===== src/rtl/mem_bus_arbiter_if.sv =====
// Bus bundle for mem_bus_arbiter: fetch port, MEM-stage data port, stall
// request and the single-port SRAM controls. The arbiter connects through
// the slave modport; the pipeline/SRAM side (or a bench) uses master.
interface mem_bus_arbiter_if;
   // Fetch port
   logic        if_req_i;
   logic [31:0] if_addr_i;
   logic [31:0] if_rdata_o;
   logic        if_done_o;
   // MEM-stage data port
   logic        mem_req_i;
   logic        mem_we_i;
   logic [3:0]  mem_sel_i;
   logic [31:0] mem_addr_i;
   logic [31:0] mem_wdata_i;
   logic [31:0] mem_rdata_o;
   logic        mem_done_o;
   // Pipeline stall request
   logic        stall_req_o;
   // SRAM side
   logic        sram_ce_o;
   logic        sram_we_o;
   logic [3:0]  sram_sel_o;
   logic [31:0] sram_addr_o;
   logic [31:0] sram_wdata_o;
   logic [31:0] sram_rdata_i;

   modport slave (
      input  if_req_i, if_addr_i,
      input  mem_req_i, mem_we_i, mem_sel_i, mem_addr_i, mem_wdata_i,
      input  sram_rdata_i,
      output if_rdata_o, if_done_o,
      output mem_rdata_o, mem_done_o,
      output stall_req_o,
      output sram_ce_o, sram_we_o, sram_sel_o, sram_addr_o, sram_wdata_o
   );

   modport master (
      output if_req_i, if_addr_i,
      output mem_req_i, mem_we_i, mem_sel_i, mem_addr_i, mem_wdata_i,
      output sram_rdata_i,
      input  if_rdata_o, if_done_o,
      input  mem_rdata_o, mem_done_o,
      input  stall_req_o,
      input  sram_ce_o, sram_we_o, sram_sel_o, sram_addr_o, sram_wdata_o
   );
endinterface


===== src/rtl/mem_bus_arbiter.sv =====
// Shares one single-port synchronous SRAM between instruction fetch and the
// MEM-stage data port. Each access runs IDLE -> BUSY (WAIT_CYCLES cycles of
// held SRAM controls) -> RESP (one-cycle done pulse). Data accesses win ties,
// except that fetch is granted after MAX_STREAK consecutive MEM wins while
// it was waiting.
//
// Handshake: a requester raises req with its fields stable and holds them
// until the matching one-cycle done pulse; it drops or renews req on the edge
// after done. Requests are only evaluated in IDLE.
//
// dbg_state_o encoding: 0 = IDLE, 1 = BUSY, 2 = RESP.
module mem_bus_arbiter #(
   parameter int WAIT_CYCLES = 2,
   parameter int MAX_STREAK  = 4
) (
   input  logic                   clk,
   input  logic                   rst,
   mem_bus_arbiter_if.slave       bus,
   output logic [1:0]             dbg_state_o
);

   localparam int CNT_W = (WAIT_CYCLES > 1) ? $clog2(WAIT_CYCLES) : 1;
   localparam int STK_W = $clog2(MAX_STREAK + 1);
   localparam logic [CNT_W-1:0] CNT_LAST = CNT_W'(WAIT_CYCLES - 1);
   localparam logic [STK_W-1:0] STK_MAX  = STK_W'(MAX_STREAK);

   typedef enum logic [1:0] {
      S_IDLE = 2'd0,
      S_BUSY = 2'd1,
      S_RESP = 2'd2
   } state_e;

   state_e            state_q, state_d;
   logic [CNT_W-1:0]  cnt_q, cnt_d;
   logic [STK_W-1:0]  streak_q, streak_d;
   logic              gnt_mem_q, gnt_mem_d;   // 1 = current access belongs to MEM
   logic              we_q, we_d;
   logic [3:0]        sel_q, sel_d;
   logic [31:0]       addr_q, addr_d;
   logic [31:0]       wdata_q, wdata_d;
   logic [31:0]       if_rdata_q, if_rdata_d;
   logic [31:0]       mem_rdata_q, mem_rdata_d;
   logic              grant_mem;
   logic              busy;
   logic              if_done;
   logic              mem_done;

   // Next-state: arbitration and field latching in IDLE, hold-window count in BUSY
   always_comb begin
      state_d     = state_q;
      cnt_d       = cnt_q;
      streak_d    = streak_q;
      gnt_mem_d   = gnt_mem_q;
      we_d        = we_q;
      sel_d       = sel_q;
      addr_d      = addr_q;
      wdata_d     = wdata_q;
      if_rdata_d  = if_rdata_q;
      mem_rdata_d = mem_rdata_q;
      grant_mem   = 1'b0;

      unique case (state_q)
         S_IDLE: begin
            if (bus.if_req_i || bus.mem_req_i) begin
               // MEM wins unless fetch is waiting and has lost MAX_STREAK times
               grant_mem = bus.mem_req_i &
                           ~(bus.if_req_i & (streak_q == STK_MAX));
               gnt_mem_d = grant_mem;
               cnt_d     = '0;
               state_d   = S_BUSY;
               if (grant_mem) begin
                  we_d    = bus.mem_we_i;
                  sel_d   = bus.mem_sel_i;
                  addr_d  = bus.mem_addr_i;
                  wdata_d = bus.mem_wdata_i;
                  if (bus.if_req_i) begin
                     streak_d = (streak_q == STK_MAX) ? STK_MAX : streak_q + 1'b1;
                  end else begin
                     streak_d = '0;
                  end
               end else begin
                  we_d     = 1'b0;
                  sel_d    = 4'b1111;
                  addr_d   = bus.if_addr_i;
                  wdata_d  = '0;
                  streak_d = '0;
               end
            end
         end
         S_BUSY: begin
            cnt_d = cnt_q + 1'b1;
            if (cnt_q == CNT_LAST) begin
               // SRAM read data is valid in the last cycle of the hold window
               if (!we_q) begin
                  if (gnt_mem_q) mem_rdata_d = bus.sram_rdata_i;
                  else           if_rdata_d  = bus.sram_rdata_i;
               end
               cnt_d   = '0;
               state_d = S_RESP;
            end
         end
         S_RESP: begin
            state_d = S_IDLE;
         end
         default: begin
            state_d = S_IDLE;
         end
      endcase
   end

   // State and datapath registers; reset abandons any access in flight
   always_ff @(posedge clk) begin
      if (rst) begin
         state_q     <= S_IDLE;
         cnt_q       <= '0;
         streak_q    <= '0;
         gnt_mem_q   <= 1'b0;
         we_q        <= 1'b0;
         sel_q       <= '0;
         addr_q      <= '0;
         wdata_q     <= '0;
         if_rdata_q  <= '0;
         mem_rdata_q <= '0;
      end else begin
         state_q     <= state_d;
         cnt_q       <= cnt_d;
         streak_q    <= streak_d;
         gnt_mem_q   <= gnt_mem_d;
         we_q        <= we_d;
         sel_q       <= sel_d;
         addr_q      <= addr_d;
         wdata_q     <= wdata_d;
         if_rdata_q  <= if_rdata_d;
         mem_rdata_q <= mem_rdata_d;
      end
   end

   assign busy     = (state_q == S_BUSY);
   assign if_done  = (state_q == S_RESP) & ~gnt_mem_q;
   assign mem_done = (state_q == S_RESP) &  gnt_mem_q;

   // SRAM controls are driven only inside the hold window, zero otherwise
   assign bus.sram_ce_o    = busy;
   assign bus.sram_we_o    = busy & we_q;
   assign bus.sram_sel_o   = busy ? sel_q   : 4'b0000;
   assign bus.sram_addr_o  = busy ? addr_q  : 32'h0;
   assign bus.sram_wdata_o = busy ? wdata_q : 32'h0;

   assign bus.if_done_o   = if_done;
   assign bus.mem_done_o  = mem_done;
   assign bus.if_rdata_o  = if_rdata_q;
   assign bus.mem_rdata_o = mem_rdata_q;

   // A port keeps the pipeline stalled until its own done pulse
   assign bus.stall_req_o = (bus.if_req_i  & ~if_done) |
                            (bus.mem_req_i & ~mem_done);

   assign dbg_state_o = state_q;

endmodule


===== src/flat_wrapper.sv =====
// flat-port wrapper written by rule: the top's interface ports become plain ports
module mem_bus_arbiter_flat 
#(
   parameter int WAIT_CYCLES = 2,
   parameter int MAX_STREAK  = 4
)
  (clk, rst, dbg_state_o, bus_if_req_i, bus_if_addr_i, bus_mem_req_i, bus_mem_we_i, bus_mem_sel_i, bus_mem_addr_i, bus_mem_wdata_i, bus_sram_rdata_i, bus_if_rdata_o, bus_if_done_o, bus_mem_rdata_o, bus_mem_done_o, bus_stall_req_o, bus_sram_ce_o, bus_sram_we_o, bus_sram_sel_o, bus_sram_addr_o, bus_sram_wdata_o);
  mem_bus_arbiter_if bus_i ();
  input  logic clk;
  input  logic rst;
  output logic [1:0] dbg_state_o;
  input wire logic [$bits(bus_i.if_req_i)-1:0] bus_if_req_i;
  input wire logic [$bits(bus_i.if_addr_i)-1:0] bus_if_addr_i;
  input wire logic [$bits(bus_i.mem_req_i)-1:0] bus_mem_req_i;
  input wire logic [$bits(bus_i.mem_we_i)-1:0] bus_mem_we_i;
  input wire logic [$bits(bus_i.mem_sel_i)-1:0] bus_mem_sel_i;
  input wire logic [$bits(bus_i.mem_addr_i)-1:0] bus_mem_addr_i;
  input wire logic [$bits(bus_i.mem_wdata_i)-1:0] bus_mem_wdata_i;
  input wire logic [$bits(bus_i.sram_rdata_i)-1:0] bus_sram_rdata_i;
  output wire logic [$bits(bus_i.if_rdata_o)-1:0] bus_if_rdata_o;
  output wire logic [$bits(bus_i.if_done_o)-1:0] bus_if_done_o;
  output wire logic [$bits(bus_i.mem_rdata_o)-1:0] bus_mem_rdata_o;
  output wire logic [$bits(bus_i.mem_done_o)-1:0] bus_mem_done_o;
  output wire logic [$bits(bus_i.stall_req_o)-1:0] bus_stall_req_o;
  output wire logic [$bits(bus_i.sram_ce_o)-1:0] bus_sram_ce_o;
  output wire logic [$bits(bus_i.sram_we_o)-1:0] bus_sram_we_o;
  output wire logic [$bits(bus_i.sram_sel_o)-1:0] bus_sram_sel_o;
  output wire logic [$bits(bus_i.sram_addr_o)-1:0] bus_sram_addr_o;
  output wire logic [$bits(bus_i.sram_wdata_o)-1:0] bus_sram_wdata_o;
  assign bus_i.if_req_i = bus_if_req_i;
  assign bus_i.if_addr_i = bus_if_addr_i;
  assign bus_i.mem_req_i = bus_mem_req_i;
  assign bus_i.mem_we_i = bus_mem_we_i;
  assign bus_i.mem_sel_i = bus_mem_sel_i;
  assign bus_i.mem_addr_i = bus_mem_addr_i;
  assign bus_i.mem_wdata_i = bus_mem_wdata_i;
  assign bus_i.sram_rdata_i = bus_sram_rdata_i;
  assign bus_if_rdata_o = bus_i.if_rdata_o;
  assign bus_if_done_o = bus_i.if_done_o;
  assign bus_mem_rdata_o = bus_i.mem_rdata_o;
  assign bus_mem_done_o = bus_i.mem_done_o;
  assign bus_stall_req_o = bus_i.stall_req_o;
  assign bus_sram_ce_o = bus_i.sram_ce_o;
  assign bus_sram_we_o = bus_i.sram_we_o;
  assign bus_sram_sel_o = bus_i.sram_sel_o;
  assign bus_sram_addr_o = bus_i.sram_addr_o;
  assign bus_sram_wdata_o = bus_i.sram_wdata_o;
  mem_bus_arbiter #(.WAIT_CYCLES(WAIT_CYCLES), .MAX_STREAK(MAX_STREAK)) u_core (.clk(clk), .rst(rst), .bus(bus_i), .dbg_state_o(dbg_state_o));
endmodule

===== config.mk =====
export PLATFORM = sky130hd
export DESIGN_NAME = mem_bus_arbiter_flat
export DESIGN_NICKNAME = d
export VERILOG_FILES = /design/src/rtl/mem_bus_arbiter_if.sv /design/src/rtl/mem_bus_arbiter.sv /design/src/flat_wrapper.sv
export SDC_FILE = /design/constraint.sdc
export NUM_CORES = 1
export LEC_CHECK = 0
export BUFFER_PORTS_ARGS = -buffer_cell sky130_fd_sc_hd__buf_2
export CORE_ASPECT_RATIO = 0.75
export CORE_MARGIN = 2
export CORE_UTILIZATION = 30
export CTS_CLUSTER_DIAMETER = 50
export DETAILED_ROUTE_END_ITERATION = 8
export REMOVE_ABC_BUFFERS = 1
export SETUP_SLACK_MARGIN = 0.02
export SLEW_MARGIN = 20
export SYNTH_ARGS = -nofsm -noshare
export SYNTH_HDL_FRONTEND = slang
export SYNTH_SLANG_ARGS = --single-unit
export TNS_END_PERCENT = 5

===== constraint.sdc =====
create_clock -name clk -period 3.5 [get_ports clk]
set_clock_uncertainty 0.1 [all_clocks]
set_input_delay 0.525 -clock clk [delete_from_list [all_inputs] [get_ports clk]]
set_output_delay 0.525 -clock clk [all_outputs]
set_load 0.01 [all_outputs]

==> flow_summary.ini <==
[critical_path]
cp_top_family = buffers and inverters
worstReg2RegEnd = u_core.addr_q[31]$_SDFFE_PP0P_
cp-end-kind = primary output
crit_start = u_core.dbg_state_o[0]$_SDFFE_PP0P_
r2r_slack_ns = 1.25
cp.required_ns = 2.87
path_buf_inv = 2
start_kind = flop
cp_cell_sequence = nor2b_4 -> buf_4 -> and2_1 -> buf_2
worstPathArrival_ns = 2.17
cpMaxStageDelayCell = dfxtp_1
path_class = flop to primary output
crit_path_max_incr_delay_ns = 0.57
cp.depth = 4
path_max_fanout = 72
rr_worst_depth = 4
endpoint = bus_sram_addr_o[13]
crit-reg2reg-launch = u_core.dbg_state_o[0]$_SDFFE_PP0P_

[routing]
drtIter0Drc = 519
dr.pass1.iters = 5
post_drt_wl_per_cell_um = 17.5
via_count = 6913
totalWireLength_mm = 22.7
drc_errors = 0
drtAntennaViolNets = 0
via_per_inst = 5.34

[timing]
drv_slew = 0
grt_setup_unrepaired = no
setup_viol = 0
relSlewSlack_pct = 44.7
fin_ws_ns = 0.710
hold_viol = 0
finalCriticalPeriod_ns = 2.79
fmax_ghz = 0.358
setup-tns-final_ns = 0
worst_pin_slew_ns = 0.830
fin_crit_sh_pct = 79.7

[finish]
mostFrequentLayoutCell = buf_2
final_cell_mix = buf_2, a21oi_1, dfxtp_1
drive_gt1_share_pct = 34.9
area_delta_synth_final_pct = 32.1
fin_cells = 1294
nNetsFinal = 1132
nFillCells = 2221

[synth]
async_flop_share_pct = 0
postSynthRegisterBits = 140
synth_compound_area_share_pct = 25.4
synth_fa_ha_area_share_pct = 0.385
syn_inst = 787
synth_simple_gate_area_share_pct = 23.5
syn_area_per_cell_um2 = 8.26
ys_warn_count = 0
synthMuxAreaShare_pct = 0
synth_xor_area_share_pct = 0
ys_types = 33
synth_top_family_by_area = compound AO/OA/AOI/OAI gates
synth_area_mm2 = 0.00650
synth_flop_cell = dfxtp_1
synth-edff-count = 0
synth_area_leaders = dfxtp_1, a21oi_1, o21ai_0, and2_1, nor4_1
synth_top_cell_area_share_pct = 43.1
ys_seq_area_share_pct = 43.1
synth_top_area_cell = dfxtp_1

[power]
p_leak_uw = 0.00353
power_uw = 4230
power.density_mw_per_mm2 = 492
irDropWorstVdd_v = 0.000246

[clock_tree]
cts_made_buffers = 17
post_cts_resized = 0
clock_path_buffers = 2
hold_buffers = 0
cts_max_level = 4
cts_tree = done
cts_setup_buffers = 0
clk_latency_ns = 0.41
cts.root.buffer_cell = clkbuf_16
clock_sinks = 140
cts.reportedPaths.clkPinSlew_ns = 0.06

[die]
io_pins = 276
die-area_mm2 = 0.0229
initial_utilization_pct = 30.7
dieWidth_um = 174
die_y_um = 131
core_area_mm2 = 0.0212
num_rows = 46

[global_route]
grtUsageTotal_pct = 19.0
grt_max_degree = 73
grt_pass1_wl_mm = 35.6
overflow = 0
grt_antenna_before_repair = 2
grt_pass1_vias = 6559

[run_status]
status = completed

[placed_design]
dp_slack_ns = 0.987
hpwl_mm = 14.2
io_buffers = 275
gp_congestion = 0.794
dp_cells = 1262

[min_path]
hold_path.class = input port to flop

[flow_run]
maxCapViolations = 0
-- cell families after synthesis --
group	count (synthesis)
adders and majority gates	2
and+or+nand+nor	258
DFF	140
AOI/OAI and AO/OA	278
buffers and inverters	109
-- worst min-delay path by stage --
stage,from,endpoint,cells after the start,slack [ns]
2_1_floorplan,u_core.wdata_q[0]$_SDFFE_PP0P_,u_core.wdata_q[0]$_SDFFE_PP0P_,2,0.34
6_report,bus_sram_rdata_i[11],u_core.bus.mem_rdata_o[11]$_SDFFE_PP0P_,3,0.27
4_1_cts,bus_sram_rdata_i[23],u_core.bus.mem_rdata_o[23]$_SDFFE_PP0P_,3,0.24
3_3_place_gp,u_core.wdata_q[18]$_SDFFE_PP0P_,u_core.wdata_q[18]$_SDFFE_PP0P_,2,0.36
5_1_grt,bus_sram_rdata_i[11],u_core.bus.mem_rdata_o[11]$_SDFFE_PP0P_,3,0.25
3_5_place_dp,u_core.bus.mem_rdata_o[3]$_SDFFE_PP0P_,u_core.bus.mem_rdata_o[3]$_SDFFE_PP0P_,2,0.36
-- synth_stat cells (all sizes together), types with 3 or more instances --
cell type and number:
nor2 5, and2 69, dfxtp 140, o21ai 101, nand4 33, buf 43, nand3 68, a2111oi 32
inv 4, a211oi 4, nor3 5, a21oi 139, clkbuf 61, nand2 3, nor4 64
-- registers in the layout, summed over array words and instances, names as in the netlist --
| signal | count |
|---|---|
| u_core.addr_q | 32 |
| u_core.bus.if_rdata_o | 32 |
| u_core.cnt_q | 1 |
| u_core.dbg_state_o | 2 |
| u_core.we_q | 1 |
| u_core.wdata_q | 32 |
| u_core.sel_q | 4 |
| u_core.streak_q | 3 |
| u_core.bus.mem_rdata_o | 32 |
| u_core.gnt_mem_q | 1 |
-- report_power, final --
part	leakage (uW)	internal, uW	total (uW)	switching [uW]
logic	0.00209	226	617	391
registers	0.00114	1680	1730	44.7
clock network	0.000299	1180	1880	706
-- tightest hold or removal path: cells and delay by family --
family,cells,cell delay (ns)
buffers and inverters,1,0.10
AND/OR/NAND/NOR,1,0.06
AO/OA/AOI/OAI,1,0.05
-- area by class of cell --
class	count	area [um2]	area share, %
antenna	1	2.50	0.0292
multi-input combinational	538	3240	37.7
sequential	140	2800	32.7
timing repair buffer	291	1550	18.0
clock inverter	10	139	1.62
clock buffer	21	470	5.48
inverter	5	18.8	0.219
tap	288	360	4.20
-- layer usage --
metal	track usage [%]	up-vias	wire length (um)
met3	4.92	33	1500
li1	-	3332	-
met5	0	-	13
met4	6.12	2	432
met2	28.8	245	10300
met1	26.2	3301	10400
-- stage by stage --
step / hold WS, ns / instance area, um2 / utilization [%]
floorplan: 0.343 / 6020 / -
global placement: 0.359 / 7960 / 37.6
detailed placement: 0.363 / 7960 / 37.6
CTS: 0.243 / 8570 / 40.5
global route: 0.253 / 8580 / 40.5
finish: 0.273 / 8580 / 40.5
Power figures use the tool's default switching activity.
